<file path="config.mk">
export PLATFORM = sky130hd
export DESIGN_NAME = imm_gen_pipe
export DESIGN_NICKNAME = d
export VERILOG_FILES = /design/src/rtl/imm_gen_pkg.sv /design/src/rtl/imm_decode.sv /design/src/rtl/imm_gen_pipe.sv
export SDC_FILE = /design/constraint.sdc
export NUM_CORES = 1
export LEC_CHECK = 0
export ABC_AREA = 1
export CORE_MARGIN = 3
export CORE_UTILIZATION = 49
export CTS_BUF_LIST = sky130_fd_sc_hd__clkbuf_8
export DETAILED_ROUTE_END_ITERATION = 8
export GPL_ROUTABILITY_DRIVEN = 1
export PLACE_DENSITY = 0.8
export SLEW_MARGIN = 0
export SYNTH_ARGS = -nofsm -noshare
export SYNTH_HDL_FRONTEND = slang
export SYNTH_SLANG_ARGS = --single-unit
</file>
<file path="constraint.sdc">
create_clock -name clk -period 1.4 [get_ports clk]
set_input_delay 0.28 -clock clk [delete_from_list [all_inputs] [get_ports clk]]
set_output_delay 0.28 -clock clk [all_outputs]
set_load 0.005 [all_outputs]
</file>
<file path="src/rtl/imm_gen_pkg.sv">
// ---------------------------------------------------------------------------
// imm_gen_pkg
// Shared definitions for the registered immediate generator.
//   fmt_e      : format tag carried alongside each decoded immediate
//   OPC_*      : base-ISA major opcodes (inst[6:0]) recognised by the decoder
//   is_32bit_encoding : true when inst[1:0] marks a full 32-bit encoding
//
// The handshake entry {imm, fmt, illegal, inst, pc} is declared inside
// imm_gen_pipe as entry_t, because its imm/pc fields are XLEN wide and a
// package typedef cannot follow a module parameter.
// ---------------------------------------------------------------------------
package imm_gen_pkg;

    typedef enum logic [2:0] {
        FMT_R    = 3'd0,
        FMT_I    = 3'd1,
        FMT_S    = 3'd2,
        FMT_B    = 3'd3,
        FMT_U    = 3'd4,
        FMT_J    = 3'd5,
        FMT_NONE = 3'd7
    } fmt_e;

    localparam logic [6:0] OPC_LUI       = 7'b0110111;
    localparam logic [6:0] OPC_AUIPC     = 7'b0010111;
    localparam logic [6:0] OPC_JAL       = 7'b1101111;
    localparam logic [6:0] OPC_BRANCH    = 7'b1100011;
    localparam logic [6:0] OPC_STORE     = 7'b0100011;
    localparam logic [6:0] OPC_JALR      = 7'b1100111;
    localparam logic [6:0] OPC_LOAD      = 7'b0000011;
    localparam logic [6:0] OPC_OP_IMM    = 7'b0010011;
    localparam logic [6:0] OPC_MISC_MEM  = 7'b0001111;
    localparam logic [6:0] OPC_SYSTEM    = 7'b1110011;
    localparam logic [6:0] OPC_OP        = 7'b0110011;
    localparam logic [6:0] OPC_OP_IMM_32 = 7'b0011011;
    localparam logic [6:0] OPC_OP_32     = 7'b0111011;

    // Compressed (16-bit) encodings use inst[1:0] != 2'b11; this block
    // only understands full-width words and flags everything else.
    function automatic logic is_32bit_encoding(input logic [31:0] inst);
        return inst[1:0] == 2'b11;
    endfunction

endpackage

</file>
<file path="src/rtl/imm_decode.sv">
// ---------------------------------------------------------------------------
// imm_decode
// Purely combinational opcode classifier and immediate extractor.
// Ports:
//   inst    in  32    instruction word
//   imm     out XLEN  immediate, sign-extended from inst[31]
//   fmt     out 3     format tag (fmt_e)
//   illegal out 1     opcode not recognised or not a 32-bit encoding
// ---------------------------------------------------------------------------
module imm_decode
    import imm_gen_pkg::*;
#(
    parameter int XLEN = 32
) (
    input  logic [31:0]     inst,
    output logic [XLEN-1:0] imm,
    output fmt_e            fmt,
    output logic            illegal
);

    // Every immediate is first assembled as a 32-bit value whose bit 31 is
    // already the sign; widening to XLEN is then a single signed cast.
    logic [31:0] raw;

    // Classify the opcode and scatter/gather the immediate bits for the
    // matching format. Unknown opcodes fall through to FMT_NONE, imm 0.
    always_comb begin
        raw     = '0;
        fmt     = FMT_NONE;
        illegal = 1'b1;
        if (is_32bit_encoding(inst)) begin
            case (inst[6:0])
                OPC_LUI, OPC_AUIPC: begin
                    raw     = {inst[31:12], 12'b0};
                    fmt     = FMT_U;
                    illegal = 1'b0;
                end
                OPC_JAL: begin
                    raw     = {{11{inst[31]}}, inst[31], inst[19:12], inst[20],
                               inst[30:21], 1'b0};
                    fmt     = FMT_J;
                    illegal = 1'b0;
                end
                OPC_BRANCH: begin
                    raw     = {{19{inst[31]}}, inst[31], inst[7], inst[30:25],
                               inst[11:8], 1'b0};
                    fmt     = FMT_B;
                    illegal = 1'b0;
                end
                OPC_STORE: begin
                    raw     = {{20{inst[31]}}, inst[31:25], inst[11:7]};
                    fmt     = FMT_S;
                    illegal = 1'b0;
                end
                OPC_JALR, OPC_LOAD, OPC_OP_IMM, OPC_MISC_MEM, OPC_SYSTEM: begin
                    raw     = {{20{inst[31]}}, inst[31:20]};
                    fmt     = FMT_I;
                    illegal = 1'b0;
                end
                OPC_OP: begin
                    fmt     = FMT_R;
                    illegal = 1'b0;
                end
                OPC_OP_IMM_32: begin
                    if (XLEN == 64) begin
                        raw     = {{20{inst[31]}}, inst[31:20]};
                        fmt     = FMT_I;
                        illegal = 1'b0;
                    end
                end
                OPC_OP_32: begin
                    if (XLEN == 64) begin
                        fmt     = FMT_R;
                        illegal = 1'b0;
                    end
                end
                default: begin
                end
            endcase
        end
    end

    assign imm = XLEN'($signed(raw));

endmodule

</file>
<file path="src/rtl/imm_gen_pipe.sv">
// ---------------------------------------------------------------------------
// imm_gen_pipe
// Registered immediate generator for the decode stage with valid/ready
// handshaking, optional two-entry skid buffer, flush and illegal flagging.
// Ports:
//   clk, rst_n           clock (rising edge), async active-low reset
//   flush                synchronous discard of all held entries
//   in_valid/in_ready    input handshake
//   in_inst, in_pc       instruction word and PC (PC passed through)
//   out_valid/out_ready  output handshake
//   out_imm, out_fmt     decoded immediate and format tag
//   out_illegal          unrecognised opcode or non-32-bit encoding
//   out_inst, out_pc     instruction and PC passed through
// Parameters:
//   XLEN  32 or 64
//   SKID  1 = main + skid registers, in_ready registered
//         0 = single register, in_ready combinational
// ---------------------------------------------------------------------------
module imm_gen_pipe
    import imm_gen_pkg::*;
#(
    parameter int XLEN = 32,
    parameter bit SKID = 1'b1
) (
    input  logic            clk,
    input  logic            rst_n,
    input  logic            flush,
    input  logic            in_valid,
    output logic            in_ready,
    input  logic [31:0]     in_inst,
    input  logic [XLEN-1:0] in_pc,
    output logic            out_valid,
    input  logic            out_ready,
    output logic [XLEN-1:0] out_imm,
    output logic [2:0]      out_fmt,
    output logic            out_illegal,
    output logic [31:0]     out_inst,
    output logic [XLEN-1:0] out_pc
);

    typedef struct packed {
        logic [XLEN-1:0] imm;
        fmt_e            fmt;
        logic            illegal;
        logic [31:0]     inst;
        logic [XLEN-1:0] pc;
    } entry_t;

    localparam entry_t ENTRY_RESET = '{imm: '0, fmt: FMT_NONE, illegal: 1'b0,
                                       inst: '0, pc: '0};

    logic [XLEN-1:0] dec_imm;
    fmt_e            dec_fmt;
    logic            dec_illegal;
    entry_t          dec_entry;
    entry_t          main_q;
    logic            main_valid;
    logic            accept;
    logic            drain;

    imm_decode #(.XLEN(XLEN)) u_decode (
        .inst    (in_inst),
        .imm     (dec_imm),
        .fmt     (dec_fmt),
        .illegal (dec_illegal)
    );

    // Bundle the freshly decoded instruction into one entry for loading.
    always_comb begin
        dec_entry         = ENTRY_RESET;
        dec_entry.imm     = dec_imm;
        dec_entry.fmt     = dec_fmt;
        dec_entry.illegal = dec_illegal;
        dec_entry.inst    = in_inst;
        dec_entry.pc      = in_pc;
    end

    assign accept = in_valid && in_ready;
    assign drain  = main_valid && out_ready;

    generate
        if (SKID) begin : g_skid
            entry_t skid_q;
            logic   skid_valid;

            // in_ready depends only on a flop, so upstream sees no
            // combinational path from out_ready.
            assign in_ready = !skid_valid;

            // Main register always holds the oldest entry. When it drains
            // (or is empty) it refills from skid first, else from the input;
            // an accept while main is stalled parks the entry in skid.
            // Data registers are left untouched on flush: only valids clear.
            always_ff @(posedge clk or negedge rst_n) begin
                if (!rst_n) begin
                    main_valid <= 1'b0;
                    skid_valid <= 1'b0;
                    main_q     <= ENTRY_RESET;
                    skid_q     <= ENTRY_RESET;
                end else if (flush) begin
                    main_valid <= 1'b0;
                    skid_valid <= 1'b0;
                end else if (!main_valid || drain) begin
                    if (skid_valid) begin
                        main_q     <= skid_q;
                        main_valid <= 1'b1;
                        skid_valid <= 1'b0;
                    end else if (accept) begin
                        main_q     <= dec_entry;
                        main_valid <= 1'b1;
                    end else begin
                        main_valid <= 1'b0;
                    end
                end else if (accept) begin
                    skid_q     <= dec_entry;
                    skid_valid <= 1'b1;
                end
            end
        end else begin : g_single
            assign in_ready = !main_valid || out_ready;

            // Single stage: load on accept (which covers drain-and-refill),
            // otherwise empty out once the consumer takes the entry.
            always_ff @(posedge clk or negedge rst_n) begin
                if (!rst_n) begin
                    main_valid <= 1'b0;
                    main_q     <= ENTRY_RESET;
                end else if (flush) begin
                    main_valid <= 1'b0;
                end else if (accept) begin
                    main_q     <= dec_entry;
                    main_valid <= 1'b1;
                end else if (drain) begin
                    main_valid <= 1'b0;
                end
            end
        end
    endgenerate

    assign out_valid   = main_valid;
    assign out_imm     = main_q.imm;
    assign out_fmt     = main_q.fmt;
    assign out_illegal = main_q.illegal;
    assign out_inst    = main_q.inst;
    assign out_pc      = main_q.pc;

endmodule

</file>
# [Word level (Yosys, flattened, before mapping)]
# Index checks and enable logic that the tools add are counted.
[totals] reg_bits=202 latch_bits=0 ramBits=0 mem_bits_ro=0 inputBits=69 output_inout_bits=102 elab_cells=54 mem_count=0
[classes] add_sub_neg=0 mul=0 div=0 order_cmp=0 eq_ne=12 n_shift=0 n_mux=15 bitwise=2 reduce_logical=13
[ops] cell="two-way mux 100 bit" n=2
[ops] cell="one-hot mux 32 bit (5 select lines)" n=1
[ops] cell="two-way mux 32 bit" n=1
[ops] cell="equality test 7 bit (second input constant)" n=4
[ops] cell="equality test 7 x 6 -> 1 bit (second input constant)" n=3
[ops] cell="one-hot mux 3 bit (6 select lines)" n=1
[ops] cell="equality test 7 x 5 -> 1 bit (second input constant)" n=2
[ops] cell="OR reduction 11 bit" n=1
[ops] cell="two-way mux 1 bit" n=9
[ops] cell="equality test 7 x 2 -> 1 bit (second input constant)" n=1
[ops] cell="equality test 7 x 4 -> 1 bit (second input constant)" n=1
[ops] cell="AND reduction 3 bit" n=2
[ops] cell="OR reduction 5 bit" n=1
[ops] cell="nonzero test 2 bit" n=2
[ops] cell="two-way mux 3 bit" n=1
[ops] cell="nonzero test 3 bit" n=1
[ops] cell="equality test 2 bit (second input constant)" n=1
[ops] cell="logical AND 1 bit" n=2
[ops] cell="logical NOT 1 bit" n=2
[ops] cell="inverter 1 bit" n=2
[ops] cell="OR reduction 2 bit" n=1
[ops] cell="logical OR 1 bit" n=1

# [Logic depth before layout (Yosys ltp)]
[logic_depth] depth_word=6 mapped_depth=13 ltp_nobuf=12

# [By module]
# A second synthesis with hierarchy kept.
[unflattened] cells_unflattened=1360 hier_area_um2=9958.3
[by_module_without_submodules] mod="imm_gen_pipe" instances=1 cells_per_inst=1205 area_per_inst_um2=9287.7 seq_area_each_um2=5062.4
[by_module_without_submodules] mod="imm_decode" instances=1 cells_per_inst=155 area_per_inst_um2=670.6 seq_area_each_um2=0.0

# [Worst setup path before layout]
# Ideal clock, no wire load.
[synth_path] path_type="reg-to-reg" start="register main_valid (netlist: out_valid)" end="register g_skid.skid_q[78] in the netlist's numbering" setup_ns=0.123 arrival_ns=1.362 t_required_ns=1.277 path_slack_ns=-0.085 path_stages_with_launch=12 path_buffers=2 period_less_slack_ns=1.485 cell_sequence="dfrtp_1 inv_1 nor2_1 inv_2 nor2_2 inv_2 nor3_4 inv_2 buf_2 buf_2 nand2_1 o21ai_1"
[synth_via] elab_chain_len=4 elab_cells_between_ends=5 classes_between="1 x bitwise; 4 x reduce/logical"
[synth_rtl] item="from (decl)" line_no="imm_gen_pipe.sv:57" source="logic main_valid;"
[synth_rtl] item="from (signal assigned)" line_no="imm_gen_pipe.sv:96" source="main_valid <= 1'b0;"
[synth_rtl] item="from (signal assigned)" line_no="imm_gen_pipe.sv:101" source="main_valid <= 1'b0;"
[synth_rtl] item="from (signal assigned)" line_no="imm_gen_pipe.sv:106" source="main_valid <= 1'b1;"
[synth_rtl] item="logical NOT 1 bit or logical AND 1 bit (tied branches)" line_no="imm_gen_pipe.sv:103, imm_gen_pipe.sv:79"
[synth_rtl] item="logical OR 1 bit (*)" line_no="imm_gen_pipe.sv:103" source="end else if (!main_valid || drain) begin"
[synth_rtl] item="inverter 1 bit (no line) (*)"
[synth_rtl] item="AND reduction 3 bit (no line) (*)"
[synth_rtl] item="to (signal assigned)" line_no="imm_gen_pipe.sv:115" source="skid_q <= dec_entry;"
[synth_rtl] item="to (decl)" line_no="imm_gen_pipe.sv:83" source="entry_t skid_q;"
# Mark *: on every way between the ends. The rest lies on a longest branch, timed or not.
# A chain may end at the register's enable or synchronous reset.

# [Final worst setup path]
[layout_path] start="register main_valid (netlist: out_valid)" end="register g_skid.skid_q[10] in the netlist's numbering"
# The elaborated chain is that of the path after synthesis.

==> out/qor.yml <==
status: "finished, violations left"
failed_checks: "setup timing"
grt_max_degree: 72
finalCritPeriodShare_pct: 114
drtIter0Drc: 598
worstPathMaxFanout: 16
io_pins: 171
via_per_inst: 5.42
grt_overflow: 0
slowest_stage: "dfrtp_1"
rsz0062_at_grt: "true"
worst_slew_pin_slew_ps: 407
reg2reg_from: "out_valid"
start_util_pct: 50.1
finalHoldViolCount: 0
whs_ps: 105
synth_cell_types: 30
finalSetupViolCount: 204
max_cap_viol_count: 0
synth_edf_count: 0
min_period_ps: 1590
gr-usage-all-layers_pct: 25.5
synth.area.top_cells: "dfrtp_1, nand2_1, o21ai_0"
numCtsBuffers: 36
layout_commonest_cell: "nand2_1"
wl_per_cell_um: 18.0
num_rows: 49
dieHeight_um: 142
placed_cell_area_um2: 11400
dp_hpwl_um: 15900
final_layout_size_suffix_gt1_share_pct: 30.0
power_density_nw_per_um2: 1220
critical_path_buf_inv_count: 6
syn-instance-count: 1127
setup_ws_ps: -195
ctsRootBufferMaster: "clkbuf_8"
regToRegEndpoint: "g_skid.skid_q[10]"
clock_skew_ps: 9.27
arrival_ps: 1980
grt_pass1_vias: 8388
yosysSeqAreaShare_pct: 55.9
slew-limit-headroom_pct: 72.8
cts_max_path_buffers: 3
synth_top_cell_by_area: "dfrtp_1"
place.gp.congestion: 0.832
synth_top_area_share_pct: 54.1
vdd_drop_max_v: 0.000753
hp-class: "input pin to flip-flop"
tns_ps: -20890
r2r_slack_ps: -190
min_to: "g_skid.skid_q[32]"
final_area_um2: 13500
hold_start: "in_inst[0]"
power.leakage_nw: 7.27
syn_area_um2: 9060
fill_cells: 1231
grt_pass1_wl_um: 42000
crit_family: "buffers and inverters"
synth_ff_type: "dfrtp_1"
end_kind: "flip-flop"
core_um2: 18100
cts_sinks: 202
ys_warn_count: 0
syn2layout_area_growth_pct: 48.6
path_cells: "inv_1, nor2_2, inv_2, nor2_4, inv_2, nor3_4, buf_6, inv_16, buf_16, nand2_1, o21ai_1"
async_flop_share_pct: 100
slew_violations: 0
critPathMaxStageDelay_ps: 360
portBuffers: 170
min_path_cells: 3
synth_area_per_cell_um2: 8.04
antenna_found_initial: 2
route.detailed.drc: 0
required_ps: 1790
clk_pin_slew_ps: 60
h-tree-depth: 2
start_kind: "flip-flop"
crit_cells: 11
cts_tree: "built"
worst_path_most_repeated_cell: "inv_2"
final_nets: 1477
synth_nets: 1196
worst-setup-path-type: "flip-flop to flip-flop"
insertion_delay_ps: 520
die-area_um2: 20200
ys_ff_latch: 202
ant_nets: 0
num_vias: 8997
routed_wl_um: 29900
fmax_mhz: 627
detail_route.first_pass.iterations: 5
die_w_um: 142
r2r_cells: 11
final_cell_mix: "nand2_1, dfrtp_1, o21ai_1"
## worst min-delay path, cell delays in order
cell and delay [ps]:
dlymetal6s2s_1 140, inv_1 80, o21ai_1 80
## cell type report
| type | instances | area, um^2 | share of cell area [%] |
|---|---|---|---|
| multi-input cells | 778 | 3990 | 29.6 |
| diodes | 2 | 5.00 | 0.0372 |
| repair buffers | 308 | 3120 | 23.2 |
| clock buffers | 42 | 578 | 4.29 |
| flip-flops and latches | 202 | 5060 | 37.6 |
| clock inverters | 17 | 98.8 | 0.734 |
| well taps | 229 | 287 | 2.13 |
| inverters | 82 | 332 | 2.46 |
## metrics by stage
step	setup slack (ps)	cells	util, %	power [mW]
floorplan	-74.5	1127	-	8.76
global placement	-589	1514	63.1	10.4
CTS	-164	1631	69.4	15.9
global route	-260	1660	74.5	17.2
finish	-195	1660	74.5	16.4
detailed placement	-707	1514	63.1	10.5
## metal layers
layer  vias up  global-route usage [%]  share of wire [%]
met2       419                    43.5                 49
met3       118                    6.22                7.4
met1      4294                    32.1                 39
met5         -                       0                  0
li1       4166                       -                  -
met4         0                    8.69                4.7
## worst max-delay path by stage
| stage | startpoint | endpoint | slack, ps |
|---|---|---|---|
| 5_1_grt | g_skid.skid_valid | out_fmt[0] | -260 |
| 4_1_cts | out_valid | out_valid | -160 |
| 6_report | out_valid | g_skid.skid_q[10] | -190 |
| 2_1_floorplan | out_valid | g_skid.skid_q[10] | -70 |
| 3_3_place_gp | in_inst[5] | g_skid.skid_q[89] | -590 |
| 3_5_place_dp | in_inst[5] | out_imm[5] | -710 |
## power breakdown
group	internal [mW]	leakage (nW)	switching, mW
Combinational	1.78	4.31	1.73
Sequential	6.94	2.57	0.648
Clock	2.89	0.390	2.40
## registers in the layout (all words and copies together), names as in the netlist
name	cells
out_valid	1
out_fmt	3
out_imm	32
out_illegal	1
g_skid.skid_valid	1
out_pc	32
out_inst	32
g_skid.skid_q	100
## kinds of logic (layout without fill, tap and decap cells)
logic type | count (synthesis) | in the layout | share of synthesized area (%)
other | 0 | 2 | 0
buffers and inverters | 150 | 449 | 6.85
AO/OA/AOI/OAI | 235 | 235 | 13.4
flip-flops | 202 | 202 | 55.9
AND/OR/NAND/NOR | 540 | 543 | 23.9
## cell usage after synthesis (3+ instances only)
| cell | number |
|---|---|
| nand4_1 | 12 |
| nand3_1 | 16 |
| a21oi_1 | 5 |
| buf_1 | 3 |
| dfrtp_1 | 196 |
| a31oi_1 | 13 |
| nand2_1 | 409 |
| buf_2 | 37 |
| dfstp_2 | 6 |
| nor2_1 | 83 |
| nand2_2 | 8 |
| inv_1 | 75 |
| o21ai_1 | 91 |
| o21ai_0 | 121 |
| inv_2 | 7 |
| nor2_2 | 3 |
| clkbuf_1 | 26 |
## repair_timing
action / in CTS / in global routing
pin swaps: 8 / 27
gates resized for setup: 411 / 211
buffers inserted: 45 / 12
hold endpoints to repair: 62 / 0
endpoints found under the setup margin: 245 / 230
hold buffers: 1 / 0
cloned: 12 / 21
Power figures use the tool's default switching activity.
